[src/rtl/conv1d_pkg.sv]
// Shared types and elaboration-time helpers for the Conv1D index sequencer.
package conv1d_pkg;

    typedef enum logic [1:0] {
        IDLE = 2'd0,
        RUN  = 2'd1,
        DONE = 2'd2
    } state_t;

    // Internal width of the running index registers; outputs are cast down to the port widths.
    localparam int IdxW = 16;

    function automatic int calc_output_nums(input int in_n, input int w_n, input int dil,
                                            input int str, input int pad);
        return (in_n + 2 * pad - dil * (w_n - 1) - 1) / str + 1;
    endfunction

    function automatic int ch_idx_width(input int ch_n);
        return $clog2(ch_n) + 1;
    endfunction

    function automatic int min_idx_width(input int n);
        return (n <= 2) ? 1 : $clog2(n);
    endfunction

endpackage

[src/rtl/conv1d_nested_counter.sv]
// One level of the k/c/o loop nest: a modulo counter plus two running multiples of its count.
// Next-state values are exported so the parent can register its indices on the same edge.
module conv1d_nested_counter #(
    parameter int Count  = 1,
    parameter int Step_A = 1,
    parameter int Step_B = 1,
    parameter int VW     = 16
) (
    input  logic          clk,
    input  logic          rst,
    input  logic          clr_i,
    input  logic          inc_i,
    output logic [VW-1:0] cnt_d_o,
    output logic [VW-1:0] a_d_o,
    output logic [VW-1:0] b_d_o,
    output logic          last_q_o,
    output logic          last_d_o
);
    logic [VW-1:0] cnt_q, cnt_d;
    logic [VW-1:0] a_q, a_d;
    logic [VW-1:0] b_q, b_d;

    assign last_q_o = (cnt_q == VW'(Count - 1));

    always_comb begin
        cnt_d = cnt_q;
        a_d   = a_q;
        b_d   = b_q;
        if (clr_i || (inc_i && last_q_o)) begin
            cnt_d = '0;
            a_d   = '0;
            b_d   = '0;
        end else if (inc_i) begin
            cnt_d = cnt_q + VW'(1);
            a_d   = a_q + VW'(Step_A);
            b_d   = b_q + VW'(Step_B);
        end
    end

    assign last_d_o = (cnt_d == VW'(Count - 1));
    assign cnt_d_o  = cnt_d;
    assign a_d_o    = a_d;
    assign b_d_o    = b_d;

    always_ff @(posedge clk) begin
        if (rst) begin
            cnt_q <= '0;
            a_q   <= '0;
            b_q   <= '0;
        end else begin
            cnt_q <= cnt_d;
            a_q   <= a_d;
            b_q   <= b_d;
        end
    end

endmodule

[src/rtl/conv1d_index_gen.sv]
// Conv1D address sequencer: walks (output, channel, weight-group) and emits registered indices.
// Optional zero padding (input_is_pad, Pad parameter) is built when CONV1D_IDX_PAD_EN is defined.
module conv1d_index_gen
    import conv1d_pkg::*;
#(
    parameter int Weight_Nums       = 4,
    parameter int Input_Nums        = 8,
    parameter int Channel_Nums      = 1,
    parameter int Stride            = 1,
    parameter int Dilation          = 1,
    parameter int Para_Deg          = 1,
    parameter int Weight_Addr_Width = 3,
    parameter int Input_Addr_Width  = 4,
    parameter int Output_Addr_Width = 3
`ifdef CONV1D_IDX_PAD_EN
    , parameter int Pad             = 1
`endif
) (
    input  logic                                    clk,
    input  logic                                    rst,
    input  logic                                    start,
    input  logic                                    idx_ready,
    output logic                                    idx_valid,
    output logic                                    busy,
    output logic                                    done,
    output logic [Weight_Addr_Width-1:0]            weight_index,
    output logic [Input_Addr_Width-1:0]             input_index,
    output logic [Output_Addr_Width-1:0]            output_index,
    output logic [ch_idx_width(Channel_Nums)-1:0]   channel_index,
    output logic                                    acc_first,
    output logic                                    acc_last
`ifdef CONV1D_IDX_PAD_EN
    , output logic                                  input_is_pad
`endif
);
`ifdef CONV1D_IDX_PAD_EN
    localparam int PadAmt = Pad;
`else
    localparam int PadAmt = 0;
`endif
    localparam int Output_Nums = calc_output_nums(Input_Nums, Weight_Nums, Dilation, Stride, PadAmt);
    localparam int Groups      = Weight_Nums / Para_Deg;
    localparam int ChW         = ch_idx_width(Channel_Nums);

    state_t state_q, state_d;
    logic   idx_valid_q, busy_q, done_q, acc_first_q, acc_last_q;
    logic [Weight_Addr_Width-1:0] weight_index_q;
    logic [Input_Addr_Width-1:0]  input_index_q;
    logic [Output_Addr_Width-1:0] output_index_q;
    logic [ChW-1:0]               channel_index_q;

    logic hs, start_acc, run_d, k_inc, c_inc, o_inc;
    logic [IdxW-1:0] k_cnt_d, k_w_off_d, k_in_off_d, c_cnt_d, c_in_base_d, c_w_base_d;
    logic [IdxW-1:0] o_cnt_d, o_in_base_d, o_unused_b_d, in_part_d;
    logic k_last_q, k_last_d, c_last_q, c_last_d, o_last_q, o_unused_last_d;

    assign hs        = idx_valid_q & idx_ready;
    assign start_acc = (state_q == IDLE) & start;
    assign k_inc     = hs;
    assign c_inc     = hs & k_last_q;
    assign o_inc     = c_inc & c_last_q;

    conv1d_nested_counter #(.Count(Groups), .Step_A(Para_Deg), .Step_B(Para_Deg * Dilation), .VW(IdxW)) u_k (
        .clk(clk), .rst(rst), .clr_i(start_acc), .inc_i(k_inc),
        .cnt_d_o(k_cnt_d), .a_d_o(k_w_off_d), .b_d_o(k_in_off_d),
        .last_q_o(k_last_q), .last_d_o(k_last_d)
    );

    conv1d_nested_counter #(.Count(Channel_Nums), .Step_A(Input_Nums), .Step_B(Weight_Nums), .VW(IdxW)) u_c (
        .clk(clk), .rst(rst), .clr_i(start_acc), .inc_i(c_inc),
        .cnt_d_o(c_cnt_d), .a_d_o(c_in_base_d), .b_d_o(c_w_base_d),
        .last_q_o(c_last_q), .last_d_o(c_last_d)
    );

    conv1d_nested_counter #(.Count(Output_Nums), .Step_A(Stride), .Step_B(0), .VW(IdxW)) u_o (
        .clk(clk), .rst(rst), .clr_i(start_acc), .inc_i(o_inc),
        .cnt_d_o(o_cnt_d), .a_d_o(o_in_base_d), .b_d_o(o_unused_b_d),
        .last_q_o(o_last_q), .last_d_o(o_unused_last_d)
    );

    always_comb begin
        state_d = state_q;
        case (state_q)
            IDLE:    if (start) state_d = RUN;
            RUN:     if (o_inc && o_last_q) state_d = DONE;
            DONE:    state_d = IDLE;
            default: state_d = IDLE;
        endcase
    end

    assign run_d = (state_d == RUN);

`ifdef CONV1D_IDX_PAD_EN
    logic signed [IdxW:0] pos_d;
    logic                 is_pad_d, input_is_pad_q;

    // Position is taken at the group's base tap; padded taps read channel offset only.
    always_comb begin
        pos_d     = $signed({1'b0, o_in_base_d}) + $signed({1'b0, k_in_off_d}) - $signed((IdxW + 1)'(PadAmt));
        is_pad_d  = (pos_d < 0) || (pos_d >= $signed((IdxW + 1)'(Input_Nums)));
        in_part_d = is_pad_d ? '0 : pos_d[IdxW-1:0];
    end

    always_ff @(posedge clk) begin
        if (rst) input_is_pad_q <= 1'b0;
        else     input_is_pad_q <= run_d & is_pad_d;
    end

    assign input_is_pad = input_is_pad_q;
`else
    assign in_part_d = o_in_base_d + k_in_off_d;
`endif

    always_ff @(posedge clk) begin
        if (rst) begin
            state_q         <= IDLE;
            idx_valid_q     <= 1'b0;
            busy_q          <= 1'b0;
            done_q          <= 1'b0;
            acc_first_q     <= 1'b0;
            acc_last_q      <= 1'b0;
            weight_index_q  <= '0;
            input_index_q   <= '0;
            output_index_q  <= '0;
            channel_index_q <= '0;
        end else begin
            state_q         <= state_d;
            idx_valid_q     <= run_d;
            busy_q          <= (state_d != IDLE);
            done_q          <= (state_d == DONE);
            acc_first_q     <= run_d && (k_cnt_d == '0) && (c_cnt_d == '0);
            acc_last_q      <= run_d && k_last_d && c_last_d;
            weight_index_q  <= Weight_Addr_Width'(c_w_base_d + k_w_off_d);
            input_index_q   <= Input_Addr_Width'(c_in_base_d + in_part_d);
            output_index_q  <= Output_Addr_Width'(o_cnt_d);
            channel_index_q <= ChW'(c_cnt_d);
        end
    end

    assign idx_valid     = idx_valid_q;
    assign busy          = busy_q;
    assign done          = done_q;
    assign acc_first     = acc_first_q;
    assign acc_last      = acc_last_q;
    assign weight_index  = weight_index_q;
    assign input_index   = input_index_q;
    assign output_index  = output_index_q;
    assign channel_index = channel_index_q;

endmodule
[config.mk]
export PLATFORM = sky130hd
export DESIGN_NAME = conv1d_index_gen
export DESIGN_NICKNAME = d
export VERILOG_FILES = /design/src/rtl/conv1d_pkg.sv /design/src/rtl/conv1d_nested_counter.sv /design/src/rtl/conv1d_index_gen.sv
export SDC_FILE = /design/constraint.sdc
export NUM_CORES = 1
export LEC_CHECK = 0
export ABC_AREA = 1
export CORE_AREA = 5 5 121 123
export DETAILED_ROUTE_END_ITERATION = 10
export DIE_AREA = 0 0 126 128
export GPL_ROUTABILITY_DRIVEN = 0
export SLEW_MARGIN = 30
export SYNTH_ARGS = -nofsm -noshare
export SYNTH_HDL_FRONTEND = slang
export SYNTH_SLANG_ARGS = --single-unit
[constraint.sdc]
create_clock -name clk -period 4.6 [get_ports clk]
set_input_delay 0.92 -clock clk [delete_from_list [all_inputs] [get_ports clk]]
set_output_delay 0.92 -clock clk [all_outputs]
set_load 0.02 [all_outputs]
* Yosys cells after proc, flatten, opt, wreduce, memory -nomap -nowiden *
Cells that the tools add are included.

storage, ports and cells
  bits of input ports = 4
  logic and storage cells = 72
  output and inout port bits = 16
  register bits = 143

cells by class
  equality and inequality tests = 6
  reduce and logical (&&, ||, !) cells = 16
  multiplexer cells = 17
  bitwise gates (word level) = 4
  add/subtract/negate cells = 11

operators by type and width
  kind                                                   count
  2-to-1 mux 16 bit                                      14
  adder 16 x 1 -> 16 bit (second input constant)         6
  logical NOT 16 bit                                     3
  equality test 16 x 2 -> 1 bit (second input constant)  2
  adder 16 x 3 -> 16 bit (second input constant)         1
  adder 16 x 4 -> 16 bit (second input constant)         1
  equality test 16 x 3 -> 1 bit (second input constant)  1
  adder 4 bit                                            2
  logical AND 1 bit                                      7
  AND 1 bit                                              4
  equality test 2 x 1 -> 1 bit (second input constant)   2
  2-to-1 mux 2 bit                                       2
  one-hot mux 2 bit (2 select lines)                     1
  adder 3 bit                                            1
  logical OR 1 bit                                       3
  equality test 2 bit (second input constant)            1
  logical NOT 2 bit                                      1
  nonzero test 2 bit                                     1
  OR reduction 2 bit                                     1

* Logic depth before layout (Yosys ltp) *
  depth after elaboration = 9
  depth in mapped cells = 20
  gate-level depth less buffers = 20

* Cells and area by module *
Synthesis repeated with hierarchy kept, for this count alone.

unflattened totals
  cells, all modules = 1341
  area, all modules = 9062.4 um^2

modules (own cells, without submodules)
  module                       cells an instance  sequential area each (um^2)  area each (um^2)  times used
  conv1d_nested_counter (u_k)  437                960.9                        2906.5            1
  conv1d_nested_counter (u_c)  392                960.9                        2676.3            1
  conv1d_nested_counter (u_o)  380                960.9                        2514.9            1
  conv1d_index_gen             132                360.3                        964.7             1

* Worst setup path before layout *
No wires, ideal clock.

  kind = input to register
  from = input idx_ready
  to = register input_index_q[3], in the netlist input_index[3]
  data required time = 4.485 ns
  setup slack = 1.214 ns
  arrival time = 3.271 ns
  library setup time = 0.115 ns
  buffers on the path = 1
  stages = 19
  cells stage by stage = nand2_4 inv_2 buf_4 nand3_1 nor2_1 nand2_1 inv_2 nand2_1 nand2_1 inv_2 nand2_1 fa_1 inv_1 ha_1 fa_1 inv_1 nand2_1 a21oi_1 nor2_1

between the ends
  cells in the longest elaborated chain, start to end = 8
  elaborated cells on any way between the ends = 17
  classes of those cells = add/sub (2); mux (6); bitwise (3); reduce/logical (6)

RTL lines
  what                    line                         RTL
  start: declaration      conv1d_index_gen.sv:22       input logic idx_ready,
  AND 1 bit (*)           conv1d_index_gen.sv:57       assign hs = idx_valid_q & idx_ready;
  AND 1 bit               conv1d_index_gen.sv:60       assign c_inc = hs & k_last_q;
  AND 1 bit               conv1d_index_gen.sv:61       assign o_inc = c_inc & c_last_q;
  logical AND 1 bit       conv1d_nested_counter.sv:29  if (clr_i || (inc_i && last_q_o)) begin
  logical OR 1 bit        conv1d_nested_counter.sv:29
  2-to-1 mux 16 bit       conv1d_nested_counter.sv:29
  adder 4 bit             conv1d_index_gen.sv:111      assign in_part_d = o_in_base_d + k_in_off_d;
  adder 4 bit (*)         conv1d_index_gen.sv:134      input_index_q <= Input_Addr_Width'(c_in_base_d + in_part_d);
  end signal: assignment  conv1d_index_gen.sv:134
  end: declaration        conv1d_index_gen.sv:48       logic [Input_Addr_Width-1:0] input_index_q;

Mark *: on every way between the ends. The rest lies on a longest branch, timed or not.
A chain may end at the register's enable or synchronous reset.

* Final worst setup path *
Ends and elaborated chain as after synthesis.

==> results.cfg <==
[outcome]
status = finished clean

[critical_path]
critical_path_required_ns = 4.84
critical_path_class = input pin to flop
cp_slowest_cell = clkdlybuf4s50_1
crit_fanout = 11
cp.arrival_ns = 4.04
cpPeakStageDelay_ns = 0.54
path_cells = clkdlybuf4s50_1, nand2_4, inv_2, nand3_2, nor2_4, nand2_4, nor3_4, nand2_1, xnor2_1, nand2_1, fa_1, inv_1, fa_1, inv_1, nand2_1, a21oi_1, nor2_1
critPathLaunchType = input pin
worstSetupEndpointType = flop
crit_top_cell = nand2_1

[timing]
rsz0062_at_grt = no
worst_pin_slew_ns = 0.615
tns_ns = 0
hold_viol = 0
finalWorstSetupSlack_ns = 0.805
fin_crit_sh = 0.825
min_period_ns = 3.79
fmax_ghz = 0.264
maxSlewHeadroom = 0.590
setup_violations = 0
skew_ns = 0.00618
slew_violations = 0

[routing]
drtIter0Drc = 159
ant_nets = 0
post_drt_wl_per_cell_um = 12.1
detail_route.vias_per_cell = 4.57
drt_wl_total_um = 10500
vias = 3973
dr.pass1.iters = 5
drc = 0

[finish]
nFillCells = 1468
layout-drive-gt1-share = 0.0900
nets = 703
synthToLayoutAreaGrowth_pct = 13.9
diodes = 0

[die]
initial_core_util = 0.338
die_h_um = 128
num_rows = 43
die-area_mm2 = 0.0161
core_area_mm2 = 0.0136
fp.dieW_um = 126
num_io_pins = 20

[clock_network]
cts_resized = 0
cts.sinks = 80
htreeDepth = 3
cts_root_buf = clkbuf_16
clkTransAtPathRegs_ns = 0.06
cts_post_setup_buffers_inserted = 0
ctsHoldBuffers = 0
clock_latency_ns = 0.34
cts_made_buffers = 9
cts_tree = built
clockBufferDepth = 2

[pwr]
sw_frac_of_total = 0.227
clkPwrFrac = 0.505
leakage_nw = 2.22
share_comb_of_total_power = 0.047
internal_power_mw = 1.21
powerDensity_mw_per_mm2 = 300
power.share.sequential = 0.448
p_sw_mw = 0.356
vdd_drop_max_uv = 201

[synth]
synth_nets = 689
synth.most_common_cell = nand2_1
synthArstFlopShare = 0
syn_area_per_cell_um2 = 6.84
yosysSeqAreaShare = 0.350
netlist_top_cells_area = dfxtp_1 35%, nand2_1 14%, nor2_1 11%
synth_area_leader_cell = dfxtp_1
synth-main-ff-cell = dfxtp_1
yosys_warnings = 0
synth_common_cells = 170 x nand2_1, 130 x nor2_1, 80 x dfxtp_1
ys_ff_latch = 80
synth-edff-count = 0
yosys.cell_types.count = 36
post-synth-top-area-fraction = 0.350
syn_area_mm2 = 0.00458
postSynthCellCount = 670

[place]
port_buffers = 19
detailed_place_hpwl_um = 7830
place_ws_ns = 0.450

[global_route]
grtUsageTotal = 0.138
top_usage_layer = met2
use_met2 = 0.222
antenna_found_initial = 0
first_global_vias = 3843
grt_max_degree = 59
met3_usage = 0.0233
grt.met1_usage = 0.186
grt_first_pass_wirelength_um = 18300
gr-total-overflow = 0

[job]
cap_violations = 0

[min_path]
hp-class = flop to flop
[flip-flops by register name (all words and copies together) (netlist names), 2 cells and up]
| name | flops |
|---|---|
| u_c.cnt_q | 16 |
| u_k.a_q | 3 |
| u_c.b_q | 3 |
| state_q | 2 |
| weight_index | 3 |
| input_index | 4 |
| u_c.a_q | 4 |
| u_o.a_q | 4 |
| u_k.b_q | 4 |
| u_o.cnt_q | 16 |
| u_k.cnt_q | 16 |
[metrics by stage]
stage | area, um^2 | std cells | hold slack, ns | utilization | total power [mW]
floorplan | 4580 | 670 | 0.424 | - | 0.771
global placement | 4890 | 853 | 0.435 | 0.360 | 0.793
detailed placement | 4890 | 853 | 0.435 | 0.360 | 0.793
CTS | 5220 | 869 | 0.446 | 0.385 | 1.58
global route | 5220 | 869 | 0.468 | 0.385 | 1.62
finish | 5220 | 869 | 0.443 | 0.385 | 1.57
[cells in the final DEF (no fill, tap or decap), types with 12 or more instances in the layout]
cell type	count
nor3_1	14
nand2_1	170
xnor2_1	12
xor2_1	12
nor2_1	130
clkdlybuf4s50_1	18
nand4_1	13
nand3_1	48
a21oi_1	15
o21ai_0	18
dfxtp_1	80
inv_1	71
[layer usage]
layer / vias up / part of all wire
li1: 2133 / -
met1: 1760 / 0.50
met2: 61 / 0.45
met3: 19 / 0.036
met4: 0 / 0.018
met5: - / 0
[critical path: cells and delay by family]
| family | cells | cell delay, ns |
|---|---|---|
| buffers and inverters | 4 | 0.87 |
| AND/OR/NAND/NOR | 9 | 1.00 |
| AO/OA/AOI/OAI | 1 | 0.14 |
| XOR/XNOR | 1 | 0.15 |
| adder cells (fa/ha/maj) | 2 | 0.94 |
[power groups by stage]
stage / clock network (mW) / logic [mW] / registers, mW
2_1_floorplan: 0 / 0.0495 / 0.721
3_3_place_gp: 0 / 0.0748 / 0.718
3_5_place_dp: 0 / 0.0747 / 0.718
4_1_cts: 0.805 / 0.0750 / 0.703
5_1_grt: 0.834 / 0.0820 / 0.703
6_report: 0.791 / 0.0736 / 0.703
[worst paths after layout]
path	start	to	slack, ns	cells past startpoint
hold / removal	u_c.a_q[0]	u_c.a_q[0]	0.44	2
setup reg to reg	u_c.cnt_q[0]	input_index[3]	1.20	16
hold reg to reg	u_c.a_q[0]	u_c.a_q[0]	0.44	2
setup / recovery	idx_ready	input_index[3]	0.81	17
[cells by family after synthesis]
group / count (synthesis) / share of synthesized area
compound gates: 38 / 0.0456
fa+ha+maj: 15 / 0.0492
flops: 80 / 0.350
simple gates: 419 / 0.421
buf+inv: 94 / 0.0885
xor+xnor: 24 / 0.0459
[area by class of cell]
type / count / area (um^2) / area share
Clock buffer: 10 / 239 / 0.0458
Clock inverter: 6 / 91.3 / 0.0175
Inverter: 76 / 285 / 0.0547
Multi-Input combinational cell: 496 / 2570 / 0.493
Sequential cell: 80 / 1600 / 0.307
Tap cell: 180 / 225 / 0.0432
Timing Repair Buffer: 21 / 200 / 0.0384
(Power assumes the default switching activity.)
